### config.mk
export PLATFORM = sky130hd
export DESIGN_NAME = sample_acq_responder
export DESIGN_NICKNAME = d
export VERILOG_FILES = /design/src/rtl/sample_acq_pkg.sv /design/src/rtl/sample_acq_fifo.sv /design/src/rtl/sample_acq_responder.sv
export SDC_FILE = /design/constraint.sdc
export NUM_CORES = 1
export LEC_CHECK = 0
export BUFFER_PORTS_ARGS = -buffer_cell sky130_fd_sc_hd__buf_4
export CAP_MARGIN = 5
export CORE_MARGIN = 8
export CORE_UTILIZATION = 45
export CTS_BUF_LIST = sky130_fd_sc_hd__clkbuf_4
export CTS_CLUSTER_SIZE = 30
export DETAILED_ROUTE_END_ITERATION = 10
export PLACE_DENSITY = 0.59
export SLEW_MARGIN = 20
export SYNTH_ARGS = -nofsm -noshare
export SYNTH_HDL_FRONTEND = slang
export SYNTH_SLANG_ARGS = --single-unit
### constraint.sdc
create_clock -name avl_clk_i -period 6.4 [get_ports avl_clk_i]
set_input_delay 0.32 -clock avl_clk_i [delete_from_list [all_inputs] [get_ports avl_clk_i]]
set_output_delay 0.32 -clock avl_clk_i [all_outputs]
set_load 0.03 [all_outputs]
### src/rtl/sample_acq_pkg.sv
// Shared definitions for the sample acquisition responder: register map,
// CTRL command / status bit positions and the acquisition state type.
package sample_acq_pkg;

  localparam logic [13:0] ADDR_ID     = 14'd0;
  localparam logic [13:0] ADDR_CTRL   = 14'd1;
  localparam logic [13:0] ADDR_LEVEL  = 14'd2;
  localparam logic [13:0] ADDR_THRESH = 14'd3;
  localparam logic [13:0] ADDR_DATA   = 14'd4;

  localparam int CTRL_START = 0;
  localparam int CTRL_STOP  = 1;
  localparam int CTRL_ACK   = 2;
  localparam int CTRL_FLUSH = 3;

  localparam int ST_ACTIVE = 0;
  localparam int ST_IRQ    = 1;
  localparam int ST_OVF    = 2;
  localparam int ST_EMPTY  = 3;
  localparam int ST_FULL   = 4;
  localparam int ST_HALTED = 5;

  localparam logic [15:0] ID_DEFAULT = 16'h5A3C;

  typedef enum logic [1:0] {
    IDLE    = 2'd0,
    ACQUIRE = 2'd1,
    HALTED  = 2'd2
  } state_t;

endpackage

### src/rtl/sample_acq_fifo.sv
// Synchronous sample FIFO with push, pop and flush; flush overrides both.
// A pop frees the slot a same-cycle push needs, so a full FIFO accepts push+pop.
module sample_acq_fifo
  import sample_acq_pkg::*;
#(
  parameter int DEPTH = 64
) (
  input  logic                     avl_clk_i,
  input  logic                     avl_reset_i,
  input  logic                     push_i,
  input  logic                     pop_i,
  input  logic                     flush_i,
  input  logic [15:0]              wdata_i,
  output logic [15:0]              rdata_o,
  output logic [$clog2(DEPTH):0]   count_o,
  output logic                     push_done_o,
  output logic                     pop_done_o,
  output logic                     full_o,
  output logic                     empty_o
);

  localparam int AW = $clog2(DEPTH);

  logic [15:0]   mem_q [DEPTH];
  logic [AW-1:0] wr_ptr_q, rd_ptr_q;
  logic [AW:0]   count_q;

  assign empty_o     = (count_q == '0);
  assign full_o      = (count_q == (AW+1)'(DEPTH));
  assign pop_done_o  = pop_i && !empty_o;
  assign push_done_o = push_i && (!full_o || pop_done_o);
  assign rdata_o     = mem_q[rd_ptr_q];
  assign count_o     = count_q;

  // NOTE: sequential state uses non-blocking assignments so every register
  // samples pre-edge values regardless of block ordering.
  always_ff @(posedge avl_clk_i or negedge avl_reset_i) begin
    if (!avl_reset_i) begin
      wr_ptr_q <= '0;
      rd_ptr_q <= '0;
      count_q  <= '0;
    end else if (flush_i) begin
      wr_ptr_q <= '0;
      rd_ptr_q <= '0;
      count_q  <= '0;
    end else begin
      if (push_done_o) wr_ptr_q <= wr_ptr_q + AW'(1);
      if (pop_done_o)  rd_ptr_q <= rd_ptr_q + AW'(1);
      count_q <= count_q + (AW+1)'(push_done_o) - (AW+1)'(pop_done_o);
    end
  end

  // NOTE: storage is deliberately not reset; the pointers and count define
  // which entries are meaningful, and a reset here would block RAM inference.
  always_ff @(posedge avl_clk_i) begin
    if (push_done_o && !flush_i) mem_q[wr_ptr_q] <= wdata_i;
  end

endmodule

### src/rtl/sample_acq_responder.sv
// Avalon-MM responder capturing samples into a FIFO with threshold/overflow IRQ.
// Define SAMPLE_ACQ_HALT_ON_OVF_EN to halt acquisition on the first overflow.
module sample_acq_responder
  import sample_acq_pkg::*;
#(
  parameter int          FIFO_DEPTH = 64,
  parameter logic [15:0] ID_VALUE   = ID_DEFAULT,
  parameter int          THRESH_RST = 8
) (
  input  logic        avl_clk_i,
  input  logic        avl_reset_i,
  input  logic [13:0] avl_address_i,
  input  logic [3:0]  avl_byteenable_i,
  input  logic        avl_write_i,
  input  logic [15:0] avl_writedata_i,
  input  logic        avl_read_i,
  output logic        avl_readdatavalid_o,
  output logic [15:0] avl_readdata_o,
  output logic        avl_waitrequest_o,
  output logic        avl_irq_o,
  input  logic [15:0] sample_i,
  input  logic        sample_valid_i
);

  localparam int          AW          = $clog2(FIFO_DEPTH);
  localparam logic [AW:0] THRESH_INIT = (AW+1)'(THRESH_RST);

  state_t      state_q, state_d;
  logic        rdy_q, waitreq_q, rdv_q;
  logic [15:0] rdata_q, rdata_d, status;
  logic        ovf_q, ovf_d, irq_q, irq_d;
  logic [AW:0] thresh_q, thresh_d, level;
  logic        rd_acc, wr_acc, wr_ctrl;
  logic        cmd_start, cmd_stop, cmd_ack, cmd_flush;
  logic        push_req, pop_req, push_done, pop_done;
  logic        ovf_event, thresh_hit, halted;
  logic        fifo_full, fifo_empty;
  logic [15:0] fifo_head;
  logic        unused_bits;

  assign unused_bits = ^{avl_byteenable_i, avl_writedata_i[15:AW+1]};

  // A read and a write in the same cycle: the read is served, the write dropped.
  assign rd_acc    = avl_read_i && !waitreq_q;
  assign wr_acc    = avl_write_i && !waitreq_q && !avl_read_i;
  assign wr_ctrl   = wr_acc && (avl_address_i == ADDR_CTRL);
  assign cmd_start = wr_ctrl && avl_writedata_i[CTRL_START];
  assign cmd_stop  = wr_ctrl && avl_writedata_i[CTRL_STOP];
  assign cmd_ack   = wr_ctrl && avl_writedata_i[CTRL_ACK];
  assign cmd_flush = wr_ctrl && avl_writedata_i[CTRL_FLUSH];

  assign push_req   = sample_valid_i && (state_q == ACQUIRE);
  assign pop_req    = rd_acc && (avl_address_i == ADDR_DATA);
  assign ovf_event  = push_req && fifo_full && !pop_done && !cmd_flush;
  assign thresh_hit = push_done && !pop_done && !cmd_flush && (thresh_q != '0)
                      && ((level + (AW+1)'(1)) == thresh_q);

`ifdef SAMPLE_ACQ_HALT_ON_OVF_EN
  assign halted = (state_q == HALTED);
`else
  assign halted = 1'b0;
`endif

  sample_acq_fifo #(.DEPTH(FIFO_DEPTH)) u_fifo (
    .avl_clk_i   (avl_clk_i),
    .avl_reset_i (avl_reset_i),
    .push_i      (push_req),
    .pop_i       (pop_req),
    .flush_i     (cmd_flush),
    .wdata_i     (sample_i),
    .rdata_o     (fifo_head),
    .count_o     (level),
    .push_done_o (push_done),
    .pop_done_o  (pop_done),
    .full_o      (fifo_full),
    .empty_o     (fifo_empty)
  );

  always_comb begin
    state_d = state_q;
    unique case (state_q)
      IDLE:    if (cmd_start && !cmd_stop) state_d = ACQUIRE;
      ACQUIRE: begin
        if (cmd_stop) state_d = IDLE;
`ifdef SAMPLE_ACQ_HALT_ON_OVF_EN
        else if (ovf_event) state_d = HALTED;
`endif
      end
      HALTED: begin
        if (cmd_stop || cmd_flush) state_d = IDLE;
        else if (cmd_start)        state_d = ACQUIRE;
      end
      default: state_d = IDLE;
    endcase
  end

  // NOTE: every output of this block gets a default first so no path leaves
  // a variable unassigned, which would otherwise infer a latch.
  always_comb begin
    ovf_d    = ovf_q;
    irq_d    = irq_q;
    thresh_d = thresh_q;
    rdata_d  = rdata_q;
    status   = '0;
    status[ST_ACTIVE] = (state_q == ACQUIRE);
    status[ST_IRQ]    = irq_q;
    status[ST_OVF]    = ovf_q;
    status[ST_EMPTY]  = fifo_empty;
    status[ST_FULL]   = fifo_full;
    status[ST_HALTED] = halted;

    if (cmd_flush)      ovf_d = 1'b0;
    else if (ovf_event) ovf_d = 1'b1;

    if (thresh_hit || (ovf_event && !ovf_q)) irq_d = 1'b1;
    else if (cmd_ack)                        irq_d = 1'b0;

    if (wr_acc && (avl_address_i == ADDR_THRESH)) thresh_d = avl_writedata_i[AW:0];

    if (rd_acc) begin
      case (avl_address_i)
        ADDR_ID:     rdata_d = ID_VALUE;
        ADDR_CTRL:   rdata_d = status;
        ADDR_LEVEL:  rdata_d = 16'(level);
        ADDR_THRESH: rdata_d = 16'(thresh_q);
        ADDR_DATA:   rdata_d = fifo_empty ? 16'h0 : fifo_head;
        default:     rdata_d = 16'h0;
      endcase
    end
  end

  always_ff @(posedge avl_clk_i or negedge avl_reset_i) begin
    if (!avl_reset_i) begin
      state_q   <= IDLE;
      rdy_q     <= 1'b0;
      waitreq_q <= 1'b1;
      rdv_q     <= 1'b0;
      rdata_q   <= '0;
      ovf_q     <= 1'b0;
      irq_q     <= 1'b0;
      thresh_q  <= THRESH_INIT;
    end else begin
      state_q   <= state_d;
      rdy_q     <= 1'b1;
      waitreq_q <= !rdy_q;
      rdv_q     <= rd_acc;
      rdata_q   <= rdata_d;
      ovf_q     <= ovf_d;
      irq_q     <= irq_d;
      thresh_q  <= thresh_d;
    end
  end

  assign avl_waitrequest_o   = waitreq_q;
  assign avl_readdatavalid_o = rdv_q;
  assign avl_readdata_o      = rdata_q;
  assign avl_irq_o           = irq_q;

endmodule

Word level (Yosys, flattened, before mapping) --
Memories as Yosys holds them, arrays and structs flattened. Index checks and enable logic that the tools add are counted.
Storage, ports and cells: flip-flop bits (word level) 49, bits in writable memories 1024, input port bits 55, output and inout port bits 19, memories kept 1
Cells by class: add/sub/neg operators 5, equal/unequal tests 11, mux-type cells 18, reductions and logical operators 44
Memory list:
- u_fifo.mem_q | words 64, bits a word 16, read ports 1, clocked after memory_dff 0, wr ports 1, line sample_acq_fifo.sv:24 | logic [15:0] mem_q [DEPTH];
Operators by type and width (number):
- $pmux W16 S5 | 1
- $eq A14 B2 Y1 const B | 2
- $mux W6 | 4
- $logic_and A1 B1 Y1 | 23
- $mux W16 | 1
- $eq A14 B1 Y1 const B | 1
- $eq A14 B3 Y1 const B | 1
- $logic_not A14 Y1 | 1
- $add A6 B1 Y6 const B | 2
- $logic_not A1 Y1 | 9
- $mux W2 | 4
- $reduce_bool A2 Y1 | 4
- $add A7 B1 Y7 | 1
- $add A7 B1 Y7 const B | 1
- $eq A7 B7 Y1 | 1
- $eq A7 B7 Y1 const B | 1
- $logic_not A7 Y1 | 1
- $mux W7 | 1
- $reduce_bool A7 Y1 | 1
- $sub A7 B1 Y7 | 1
- $mux W1 | 6
- $pmux W2 S3 | 1
- $logic_or A1 B1 Y1 | 3
- $ne A3 B3 Y1 const B | 1
- 6 further kinds | 6

Logic depth before layout (Yosys ltp) --
word-level depth 12, gate-level depth with buffers 15, depth with buffers taken out 15

By module --
A second synthesis with hierarchy kept.
Second synthesis, totals: cells, all modules 2133, area total of the unflattened synthesis 42373.1 um^2
Modules (own cells, without submodules):
- sample_acq_fifo | times used 1, cells an instance 1959, area each 40657.7 um^2
- sample_acq_responder | times used 1, cells an instance 174, area each 1715.4 um^2

Worst setup path after synthesis --
Ideal clock, no wire load.
kind reg2reg, start point register u_fifo.count_q[1] (netlist: u_fifo.count_o[1]), end point register u_fifo.count_q[6] (netlist: u_fifo.count_o[6]), setup time 0.077 ns, arrival time 2.850 ns, data required time 6.323 ns, slack 3.473 ns, cell stages (with the launch flop) 16, period minus slack after synthesis 2.927 ns, cell sequence dfrtp_1 inv_1 ha_1 nand4b_1 nand3_2 nor2_4 ha_1 inv_1 ha_1 fa_1 a21oi_1 o21bai_1 a21oi_1 nor2_1 or3_1 a21oi_1
Between the ends: longest elaborated chain between the ends 8
RTL lines:
- start: declaration | line sample_acq_fifo.sv:26 | logic [AW:0] count_q;
- start signal: assignment | line sample_acq_fifo.sv:49 | count_q <= count_q + (AW+1)'(push_done_o) - (AW+1)'(pop_done_o);
- $logic_not A7 Y1 | line sample_acq_fifo.sv:28 | assign empty_o = (count_q == '0);
- $logic_not A1 Y1 | line sample_acq_fifo.sv:30 | assign pop_done_o = pop_i && !empty_o;
- $logic_and A1 B1 Y1 | line sample_acq_fifo.sv:30
- $logic_or A1 B1 Y1 | line sample_acq_fifo.sv:31 | assign push_done_o = push_i && (!full_o || pop_done_o);
- $logic_and A1 B1 Y1 | line sample_acq_fifo.sv:31
- $add A7 B1 Y7 | line sample_acq_fifo.sv:49
- $sub A7 B1 Y7 * | line sample_acq_fifo.sv:49
- $mux W7 * | line sample_acq_fifo.sv:42 | end else if (flush_i) begin
Every way passes the cells marked *; elsewhere a longest branch is shown, timed or not. A chain may end at the register's enable or synchronous reset.

Final worst setup path --
start point register u_fifo.count_q[2] (netlist: u_fifo.count_o[2]), end point memory u_fifo.mem_q[54][3], enable pin
Between the ends: longest elaborated chain between the ends 8
RTL lines:
- $logic_not A7 Y1 | line sample_acq_fifo.sv:28
- $logic_not A1 Y1 | line sample_acq_fifo.sv:30
- $logic_and A1 B1 Y1 | line sample_acq_fifo.sv:30
- $logic_or A1 B1 Y1 * | line sample_acq_fifo.sv:31
- $logic_and A1 B1 Y1 * | line sample_acq_fifo.sv:31
- $logic_and A1 B1 Y1 * | line sample_acq_fifo.sv:56 | if (push_done_o && !flush_i) mem_q[wr_ptr_q] <= wdata_i;
- $mux W1 * | line sample_acq_fifo.sv:56
- $mux W1 (not written as such) * | line sample_acq_fifo.sv:56
- end: declaration | line sample_acq_fifo.sv:24
Marks and branches as above.

==> results_dict.tcl <==
set metrics [dict create \
    status "finished clean" \
    die_h_um 321.6 \
    max_freq_mhz 231.1 \
    clk_pin_slew_ns 0.06 \
    clock_path_buffers 4 \
    grt_use_total_pct 20.67 \
    ys_seq_area_share_pct 76.05 \
    syn_to_final_growth_pct 14.74 \
    dieWidth_um 321.6 \
    hold_path.startpoint "avl_address_i[7]" \
    rsz0062_at_grt "no" \
    p_sw_share_pct 21.07 \
    final_antenna_net_count 0 \
    setup.worst_path.start_class "flop" \
    comb_power_share_pct 2.6 \
    pwr-share-clk_pct 41.6 \
    dp_hpwl_um 61630 \
    seq_power_share_pct 55.8 \
    p_leak_uw 0.01542 \
    rows 112 \
    clock_sinks 1072 \
    core_sq_mm 0.09291 \
    viasPerCell 5.723 \
    synth_area_leaders "edfxtp_1, mux4_2, dfrtp_1" \
    cts_tree "built" \
    start_util_pct 45.22 \
    finalMaxSlewViolations 0 \
    crit_chain "inv_1, ha_1, nand4b_1, nand3_2, dlygate4sd3_1, o21bai_2, nor4b_4, nand3_1, nor2_1, buf_4" \
    cp.required_ns 7.13 \
    first_iter_violations 2123 \
    cp_slowest_cell "dlygate4sd3_1" \
    totalWireLength_um 107000 \
    timing.rr.start "u_fifo.count_o[2]" \
    synth_top_area_cell "edfxtp_1" \
    power_density_mw_per_mm2 287.2 \
    ir_drop_mv 0.1281 \
    io_pins 74 \
    grt_pass1_wl_um 155600 \
    port_buffers 60 \
    timing.setup.tns_ns 0 \
    async_flop_share_pct 4.478 \
    finalNonFillerCells 3877 \
    layout-drive-gt1-share_pct 31.91 \
    cts_root_buffer "clkbuf_4" \
    vias 22190 \
    antenna_found_initial 3 \
    power_switching_uw 2918 \
    synth-seq-cells 1072 \
    place_inst 3350 \
    hold_viol 0 \
    wl_per_cell_um 27.60 \
    met3_length_um 8541 \
    gp_congestion 0.8469 \
    slew_headroom_pct 30.42 \
    crit_start "u_fifo.count_o[2]" \
    p_int_uw 10930 \
    syn_inst 2060 \
    drt-met1-wl_um 44290 \
    drtPass1Iterations 5 \
    synth_ff_type "edfxtp_1" \
    worstMarginPinSlew_ns 1.043 \
    drv_cap 0 \
    cpPeakStageDelay_ns 0.68 \
    fin_worst_skew_ns 0.1015 \
    top_layer_used "met4" \
    worstPathArrival_ns 5.06 \
    overflow 0 \
    period_share_pct 67.62 \
    yosysUniqueCellTypes 66 \
    syn_nets 2133 \
    ys_warn_count 0 \
    nFillCells 7427 \
    synth_top_area_share_pct 73.19 \
    end_kind "flop" \
    path_class "reg -> reg" \
    min_path_type "in -> reg" \
    clkLatencyLatePin_ns 1.12 \
    cp_max_fo 12 \
    synth-edff-count 1024 \
    final_nets 2520 \
    drc 0 \
    grt_pass1_vias 23093 \
    synth.cell_area_sq_mm 0.04201 \
    wl_met2_um 51240 \
    htreeDepth 5 \
    grt_max_degree 81 \
    fin_crit_ns 4.328 \
    setup_viol_count_final 0 \
    synth.avg_cell_area_sq_um 20.40 \
    dieArea_sq_mm 0.1034 \
    cts-buffers-inserted 292 \
]
==> registers in the layout, indices dropped and copies added (netlist names) <==
signal               flops
u_fifo.mem_q          1024
avl_readdata_o          16
thresh_q                 7
u_fifo.count_o           7
u_fifo.rd_ptr_q          6
u_fifo.wr_ptr_q          6
avl_irq_o                1
avl_readdatavalid_o      1
avl_waitrequest_o        1
ovf_q                    1
rdy_q                    1
state_q                  1
==> final cells by class <==
| class | count | area (sq um) | area share [%] |
|---|---|---|---|
| timing repair buffer | 206 | 1757 | 3.644 |
| multi-input combinational | 862 | 9440 | 19.58 |
| clock buffer | 414 | 3108 | 6.447 |
| antenna | 3 | 7.507 | 0.01557 |
| tap | 1254 | 1569 | 3.255 |
| clock inverter | 53 | 310.3 | 0.6437 |
| inverter | 13 | 48.80 | 0.1012 |
| sequential | 1072 | 31960 | 66.31 |
==> per-stage QoR <==
stage               total power (uW)  utilization [%]  area, sq um  worst slack (ns)  hold slack [ns]
finish                         13850            51.88        48210             2.072           0.1772
global route                   14420            51.88        48200             1.844          0.08635
CTS                            14030            51.88        48200             2.094         0.002509
detailed placement              8220            47.56        44190             2.639           0.3556
global placement                8204            47.56        44190             2.678           0.3502
floorplan                       8031                -        42010             3.473          0.02441
==> worst paths after layout <==
check | end | slack (ns) | depth (start not counted)
max in group asynchronous | u_fifo.rd_ptr_q[1] | 5.82 | 4
worst min register to register | avl_waitrequest_o | 0.36 | 1
worst max register to register | u_fifo.mem_q[54][3] | 2.07 | 10
min in group asynchronous | thresh_q[3] | 0.30 | 3
worst max-delay path | u_fifo.mem_q[54][3] | 2.07 | 10
worst min-delay path | avl_readdata_o[5] | 0.18 | 6
==> cells by family (layout without fill, tap and decap cells) <==
logic type      Yosys count  in the layout  share of synthesized area, %
fa+ha+maj                18             18                        0.5539
buf+inv                 126            686                         1.555
mux                     340            340                         14.52
flops                  1072           1072                         76.05
simple gates            242            242                         2.916
xor+xnor                 23             23                        0.4795
other cells               1              4                      0.008926
compound gates          238            238                         3.919
==> cell usage in the layout, fill, tap and decap left out, types with 6 or more instances in the layout <==
cell type,Yosys,routed
mux2i_1,103,103
inv_1,13,13
xor2_1,12,12
mux4_2,213,213
xnor2_1,11,11
a21oi_1,46,46
mux2_2,22,22
nand3_1,29,28
nand4_1,8,8
edfxtp_1,1024,1024
inv_2,0,6
a22o_1,11,11
a211oi_1,30,30
dfrtp_1,46,41
o21ai_0,17,17
clkbuf_4,0,414
o221ai_1,17,17
clkinv_1,0,40
and3_1,7,7
nor3_1,12,11
nor2b_1,11,9
dlygate4sd3_1,0,56
a22oi_1,59,59
o22ai_1,22,22
buf_4,20,145
nand2_1,44,44
nor2_1,90,89
ha_1,17,17
o21ai_1,10,10
==> cell usage after synthesis (10+ instances only) <==
cell      number
a22o_1        11
o21ai_1       10
inv_1         13
nor2_1        90
xor2_1        12
mux2_2        22
a211oi_1      30
ha_1          17
a21oi_1       46
mux2i_1      103
mux4_2       213
edfxtp_1    1024
nand2_1       44
xnor2_1       11
o21ai_0       17
clkbuf_1      39
nor3_1        12
buf_2         36
dfrtp_1       46
nor2b_1       11
buf_4         20
o221ai_1      17
a22oi_1       59
o22ai_1       22
buf_1         10
nand3_1       29
==> power groups by stage <==
stage	Sequential (uW)	Combinational, uW	Clock [uW]
3_3_place_gp	7880	328	0
6_report	7730	364	5760
5_1_grt	7720	403	6290
4_1_cts	7730	369	5930
3_5_place_dp	7880	344	0
2_1_floorplan	7870	161	0
==> what timing repair did <==
action,CTS,global route
endpoints found under the hold margin,1117,0
gates resized for setup,0,0
buffers inserted,0,0
hold buffers,57,0
==> critical path, delay by kind of cell (launching register included) <==
family	cells	cell delay, ns
AOI/OAI and AO/OA	1	0.35
adders and majority gates	1	0.24
buffers and inverters	3	1.14
DFF	1	0.44
and+or+nand+nor	5	1.78
==> routing by layer <==
metal	track usage, %	up-vias
met4	7.622	0
met5	0	-
met2	32.40	935
met1	28.11	11590
met3	5.143	175
li1	-	9490
No activity file was read; power rests on OpenSTA's default activity.
